### config.mk
export PLATFORM = sky130hd
export DESIGN_NAME = toy_alu_issue_arb
export DESIGN_NICKNAME = d
export VERILOG_FILES = /design/src/rtl/toy_alu_issue_arb_pkg.sv /design/src/rtl/toy_alu_issue_arb_rr_picker.sv /design/src/rtl/toy_alu_issue_arb.sv
export SDC_FILE = /design/constraint.sdc
export NUM_CORES = 1
export LEC_CHECK = 0
export ABC_AREA = 1
export ABC_CLOCK_PERIOD_IN_PS = 2700
export CORE_AREA = 3 3 202 204
export DETAILED_ROUTE_END_ITERATION = 16
export DIE_AREA = 0 0 205 207
export GPL_TIMING_DRIVEN = 1
export PLACE_DENSITY_LB_ADDON = 0.05
export SETUP_SLACK_MARGIN = 0.1
export SLEW_MARGIN = 20
export SYNTH_ARGS = -nofsm -noshare
export SYNTH_HDL_FRONTEND = slang
export SYNTH_SLANG_ARGS = --single-unit
### constraint.sdc
create_clock -name clk -period 2.7 [get_ports clk]
set_input_delay 0.54 -clock clk [delete_from_list [all_inputs] [get_ports clk]]
set_output_delay 0.54 -clock clk [all_outputs]
set_load 0.1 [all_outputs]
### src/rtl/toy_alu_issue_arb_pkg.sv
// rtl/toy_alu_issue_arb_pkg.sv - shared types and opcode decode for the ALU issue arbiter
package toy_alu_issue_arb_pkg;

    localparam int INST_WIDTH     = 32;
    localparam int INST_IDX_WIDTH = 4;
    localparam int REG_WIDTH      = 32;
    localparam int ADDR_WIDTH     = 32;

    // Opcode occupies the low seven bits of the instruction word.
    localparam int OPC_LSB = 0;
    localparam int OPC_W   = 7;

    localparam logic [OPC_W-1:0] OPC_JAL    = 7'b1101111;
    localparam logic [OPC_W-1:0] OPC_JALR   = 7'b1100111;
    localparam logic [OPC_W-1:0] OPC_BRANCH = 7'b1100011;

    typedef struct packed {
        logic [INST_WIDTH-1:0]     pld;
        logic [INST_IDX_WIDTH-1:0] idx;
        logic [4:0]                rd_idx;
        logic                      rd_en;
        logic [REG_WIDTH-1:0]      rs1;
        logic [REG_WIDTH-1:0]      rs2;
        logic [ADDR_WIDTH-1:0]     pc;
        logic [31:0]               imm;
    } toy_alu_req_t;

    typedef enum logic [1:0] {
        ARB_IDLE  = 2'd0,
        ARB_ISSUE = 2'd1,
        ARB_FENCE = 2'd2
    } toy_arb_state_e;

    function automatic logic is_ctrl_flow(input logic [OPC_W-1:0] opc);
        return (opc == OPC_JAL) || (opc == OPC_JALR) || (opc == OPC_BRANCH);
    endfunction

endpackage

### src/rtl/toy_alu_issue_arb_rr_picker.sv
// rtl/toy_alu_issue_arb_rr_picker.sv - combinational round-robin one-hot picker
module toy_alu_issue_arb_rr_picker #(
    parameter int NUM_REQ = 2,
    parameter int PTR_W   = 1
) (
    input  logic [NUM_REQ-1:0] vld,
    input  logic [PTR_W-1:0]   ptr,
    output logic [NUM_REQ-1:0] grant,
    output logic [PTR_W-1:0]   grant_idx
);

    always_comb begin : pick
        logic             found;
        logic [PTR_W:0]   cand_ext;
        logic [PTR_W-1:0] cand;
        grant     = '0;
        grant_idx = '0;
        found     = 1'b0;
        cand_ext  = '0;
        cand      = '0;
        // Walk ptr, ptr+1, ... modulo NUM_REQ; the extra bit absorbs the wrap.
        for (int k = 0; k < NUM_REQ; k++) begin
            cand_ext = {1'b0, ptr} + (PTR_W+1)'(k);
            if (cand_ext >= (PTR_W+1)'(NUM_REQ)) begin
                cand_ext = cand_ext - (PTR_W+1)'(NUM_REQ);
            end
            cand = cand_ext[PTR_W-1:0];
            if (!found && vld[cand]) begin
                grant[cand] = 1'b1;
                grant_idx   = cand;
                found       = 1'b1;
            end
        end
    end

endmodule

### src/rtl/toy_alu_issue_arb.sv
// rtl/toy_alu_issue_arb.sv - round-robin issue arbiter feeding a one-entry ALU issue register
module toy_alu_issue_arb
    import toy_alu_issue_arb_pkg::*;
#(
    parameter int NUM_REQ = 2
) (
    input  logic                       clk,
    input  logic                       rst_n,
    input  logic [NUM_REQ-1:0]         req_vld,
    output logic [NUM_REQ-1:0]         req_rdy,
    input  toy_alu_req_t [NUM_REQ-1:0] req_bundle,
    input  logic                       flush,
    output logic                       alu_vld,
    input  logic                       alu_rdy,
    output toy_alu_req_t               alu_bundle,
    input  logic                       alu_pc_release_en,
    output logic                       fence_busy
);

    localparam int PTR_W = (NUM_REQ > 1) ? $clog2(NUM_REQ) : 1;

    toy_arb_state_e   state;
    toy_arb_state_e   state_nxt;
    logic [PTR_W-1:0] ptr;
    logic [PTR_W-1:0] ptr_nxt;
    logic [NUM_REQ-1:0] grant;
    logic [PTR_W-1:0] grant_idx;
    logic             fence;
    logic             load_ok;
    logic             accept;
    logic             consumed;
    logic             release_hit;
    logic             sel_ctrl;
    toy_alu_req_t     sel_bundle;

    toy_alu_issue_arb_rr_picker #(
        .NUM_REQ (NUM_REQ),
        .PTR_W   (PTR_W)
    ) u_picker (
        .vld       (req_vld),
        .ptr       (ptr),
        .grant     (grant),
        .grant_idx (grant_idx)
    );

    // rst_n gating keeps req_rdy low for the whole reset window, not just after the edge.
    assign load_ok     = rst_n & (~alu_vld | alu_rdy) & ~fence & ~flush;
    assign req_rdy     = grant & {NUM_REQ{load_ok}};
    assign accept      = |(req_vld & req_rdy);
    assign consumed    = alu_vld & alu_rdy;
    assign release_hit = (state == ARB_FENCE) & alu_pc_release_en & consumed;
    assign sel_bundle  = req_bundle[grant_idx];
    assign sel_ctrl    = is_ctrl_flow(sel_bundle.pld[OPC_LSB +: OPC_W]);
    assign ptr_nxt     = (grant_idx == PTR_W'(NUM_REQ-1)) ? '0 : grant_idx + PTR_W'(1);

    always_ff @(posedge clk or negedge rst_n) begin
        if (!rst_n) begin
            state <= ARB_IDLE;
        end else begin
            state <= state_nxt;
        end
    end

    always_comb begin
        state_nxt = state;
        if (flush) begin
            state_nxt = ARB_IDLE;
        end else begin
            case (state)
                ARB_IDLE: begin
                    if (accept) state_nxt = sel_ctrl ? ARB_FENCE : ARB_ISSUE;
                end
                ARB_ISSUE: begin
                    if (accept)        state_nxt = sel_ctrl ? ARB_FENCE : ARB_ISSUE;
                    else if (consumed) state_nxt = ARB_IDLE;
                end
                ARB_FENCE: begin
                    if (release_hit) state_nxt = ARB_IDLE;
                end
                default: state_nxt = ARB_IDLE;
            endcase
        end
    end

    always_comb begin
        fence      = (state == ARB_FENCE);
        fence_busy = fence;
    end

    // Bundle only changes on accept, which load_ok forbids while valid and unconsumed.
    always_ff @(posedge clk or negedge rst_n) begin
        if (!rst_n) begin
            alu_vld    <= 1'b0;
            alu_bundle <= '0;
            ptr        <= '0;
        end else if (flush) begin
            alu_vld <= 1'b0;
        end else if (accept) begin
            alu_vld    <= 1'b1;
            alu_bundle <= sel_bundle;
            ptr        <= ptr_nxt;
        end else if (consumed) begin
            alu_vld <= 1'b0;
        end
    end

`ifdef TOY_SIM
    release_only_in_fence: assert property (
        @(posedge clk) disable iff (!rst_n) alu_pc_release_en |-> (state == ARB_FENCE)
    );
`endif

endmodule
==> flow_summary.toml <==
[status]
outcome = "finished clean"

[global_route]
grt_util_met1_pct = 19.79
track_usage_pct = 17.63
use_met2_pct = 29.91
grt_overflow_total = 0
busiest_layer = "met2"
grt_pass1_vias = 8828
antenna_found_initial = 10
grt.met3_usage_pct = 8.314
grt_max_degree = 119
grt_first_pass_wirelength_mm = 56.68

[floorplanning]
fp.dieH_um = 207
io_pins = 521
die_area_mm2 = 0.04244
start_util_pct = 20.26
core-area_mm2 = 0.03946
fp.dieW_um = 205
rows = 73

[clock_network]
clk_latency_ns = 0.44
clock_sinks = 174
clk_path_buf_depth = 2
postCtsHoldBufs = 0
post_cts_buffers = 0
htreeDepth = 4
cts_tree = "built"
cts_root_buf = "clkbuf_16"
cts.clk_slew.worst_paths_ns = 0.06
cts_made_buffers = 17
ctsResizeCount = 0

[critical_path]
r2r-start = "ptr$_DFFE_PN0P_"
worstSetupStartpointType = "primary input"
end_kind = "primary output"
path_class = "primary input to primary output"
cpPeakStageDelay_ns = 0.44
critical_path_buf_inv_count = 4
cp_top_family = "buffers and inverters"
worstRegToRegCells = 11
rrSetupSlack_ns = 0.78
crit_fanout = 27
worst-endpoint-required_ns = 2.16
rr_endpoint = "state[1]$_DFFE_PN0P_"
cp_slowest_cell = "clkdlybuf4s50_1"
worstPathArrival_ns = 1.88
crit_chain = "clkdlybuf4s50_1 -> nand2_2 -> nand2_8 -> inv_6 -> nand2_1 -> inv_1 -> buf_12"

[job]
drv_cap = 0

[sta]
tns_ns = 0
tightest_slew_ns = 0.8355
finalHoldViolations = 0
slew_violations = 0
rsz0062_at_grt = "false"
fin_skew_ns = 0.008554
fmax_mhz = 412.8
slew_headroom_pct = 44.30
period_share_pct = 89.71
period_minus_slack_ns = 2.422
finalSetupViolations = 0

[pwr]
clockPowerShare_pct = 20.3
switching_share_pct = 52.19
peakVddDrop_uv = 418.4
leakage_nw = 6.090
switchingPower_mw = 7.258
internal_power_mw = 6.648
p_comb_share_pct = 54.0
seqPwrFrac_pct = 25.7
powerDensity_mw_per_mm2 = 986.4

[synthesis]
syn-num-nets = 1341
seq_area_frac_synth_pct = 54.48
yosysUniqueCellTypes = 20
syn_area_mm2 = 0.007993
synth_area_per_cell_um2 = 8.041
synth-seq-cells = 174
yosysWarnings = 0
syn_inst = 994

[route]
dr.pass1.iters = 4
first_iter_violations = 317
drc = 0
totalWireLength_mm = 37.96
vias = 8696
vias_per_cell = 4.301
postRouteAntennaNets = 0
wl_per_cell_um = 18.77

[placed_design]
hpwl_mm = 28.29
io_buffers = 520
gp_congestion = 0.7625
dpl.cell_count = 1989
place_area_mm2 = 0.01344

[cells_and_area]
final_common_cell = "nand2_1"
final_cell_mix = "nand2_1, clkdlybuf4s50_1, buf_4"
stdcell_count = 2022
nets = 1830
multi_input_area_mm2 = 0.003223
ff_latch_area_mm2 = 0.004354
syn_to_final_growth_pct = 76.38
fin_area_mm2 = 0.01410
drive_gt1_share_pct = 15.53
n_fill_cell = 4199

[min_path]
hold_class = "primary input to async pin"
-- registers in the layout, indices dropped and copies added, names as in the netlist --
register    flops
ptr             1
alu_vld         1
state           2
alu_bundle    170
-- cells by family after synthesis --
family	count (synthesis)	synth area share, %
buf+inv	92	5.370
simple gates	553	26.41
compound gates	175	13.74
flops	174	54.48
-- metal layers --
metal  routed length [um]  up-vias  share of wire (%)
met5                   89        -               0.23
met4                  602       14                1.6
met3                 4370       40                 12
met2                18410      344                 48
met1                14490     4042                 38
li1                     -     4256                  -
-- cells in the mapped netlist --
cell,number,area share (%)
and2_1,1,0.078
buf_6,3,0.42
nor2_1,172,8.1
inv_2,1,0.047
inv_4,1,0.078
o21bai_1,1,0.094
nand3b_1,2,0.19
o21ai_0,4,0.25
a21oi_1,2,0.13
dfrtp_1,174,54
nor2_2,1,0.078
nor3b_1,1,0.094
buf_2,47,2.9
inv_1,16,0.75
nand2_1,363,17
nand2_2,2,0.16
a31oi_1,167,13
o21ai_4,1,0.20
clkbuf_1,24,1.1
nand3_1,11,0.69
-- how the worst max path moves through the flow --
stage                     startpoint                   end  slack, ns  cells after the start
final                     req_vld[0]            req_rdy[1]       0.28                      7
after global routing      req_vld[0]            req_rdy[1]       0.16                      7
after CTS                 req_vld[0]            req_rdy[1]       0.25                      7
after detailed placement  req_vld[0]  state[1]$_DFFE_PN0P_       0.09                     11
after global placement    req_vld[0]  state[0]$_DFFE_PN0P_       0.13                     11
after floorplan           req_vld[1]            req_rdy[0]       0.16                      7
-- final cells by class --
| cell class | instances | share of cell area, % |
|---|---|---|
| timing repair buffer | 544 | 36.38 |
| sequential | 174 | 30.89 |
| multi-input combinational | 728 | 22.86 |
| tap | 525 | 4.660 |
| clock buffer | 24 | 3.488 |
| clock inverter | 6 | 1.101 |
| inverter | 18 | 0.5680 |
| antenna | 3 | 0.05325 |
-- power groups by stage --
stage | sequential (mW) | clock [mW] | combinational [mW]
finish | 3.57 | 2.82 | 7.51
detailed placement | 3.62 | 0 | 7.60
global route | 3.66 | 3.02 | 7.84
global placement | 3.60 | 0 | 7.61
CTS | 3.58 | 2.95 | 7.60
floorplan | 8.02 | 0 | 0.994
-- metrics by stage --
stage | hold slack (ns) | worst slack, ns | power (mW) | util (%)
after floorplan | 0.2444 | 0.1615 | 9.014 | -
after detailed placement | 0.4807 | 0.09442 | 11.22 | 34.07
final | 0.2471 | 0.2777 | 13.91 | 35.73
after global placement | 0.4719 | 0.1323 | 11.21 | 34.07
after global routing | 0.2719 | 0.1565 | 14.53 | 35.73
after CTS | 0.2582 | 0.2528 | 14.13 | 35.71
(Power assumes the default switching activity.)
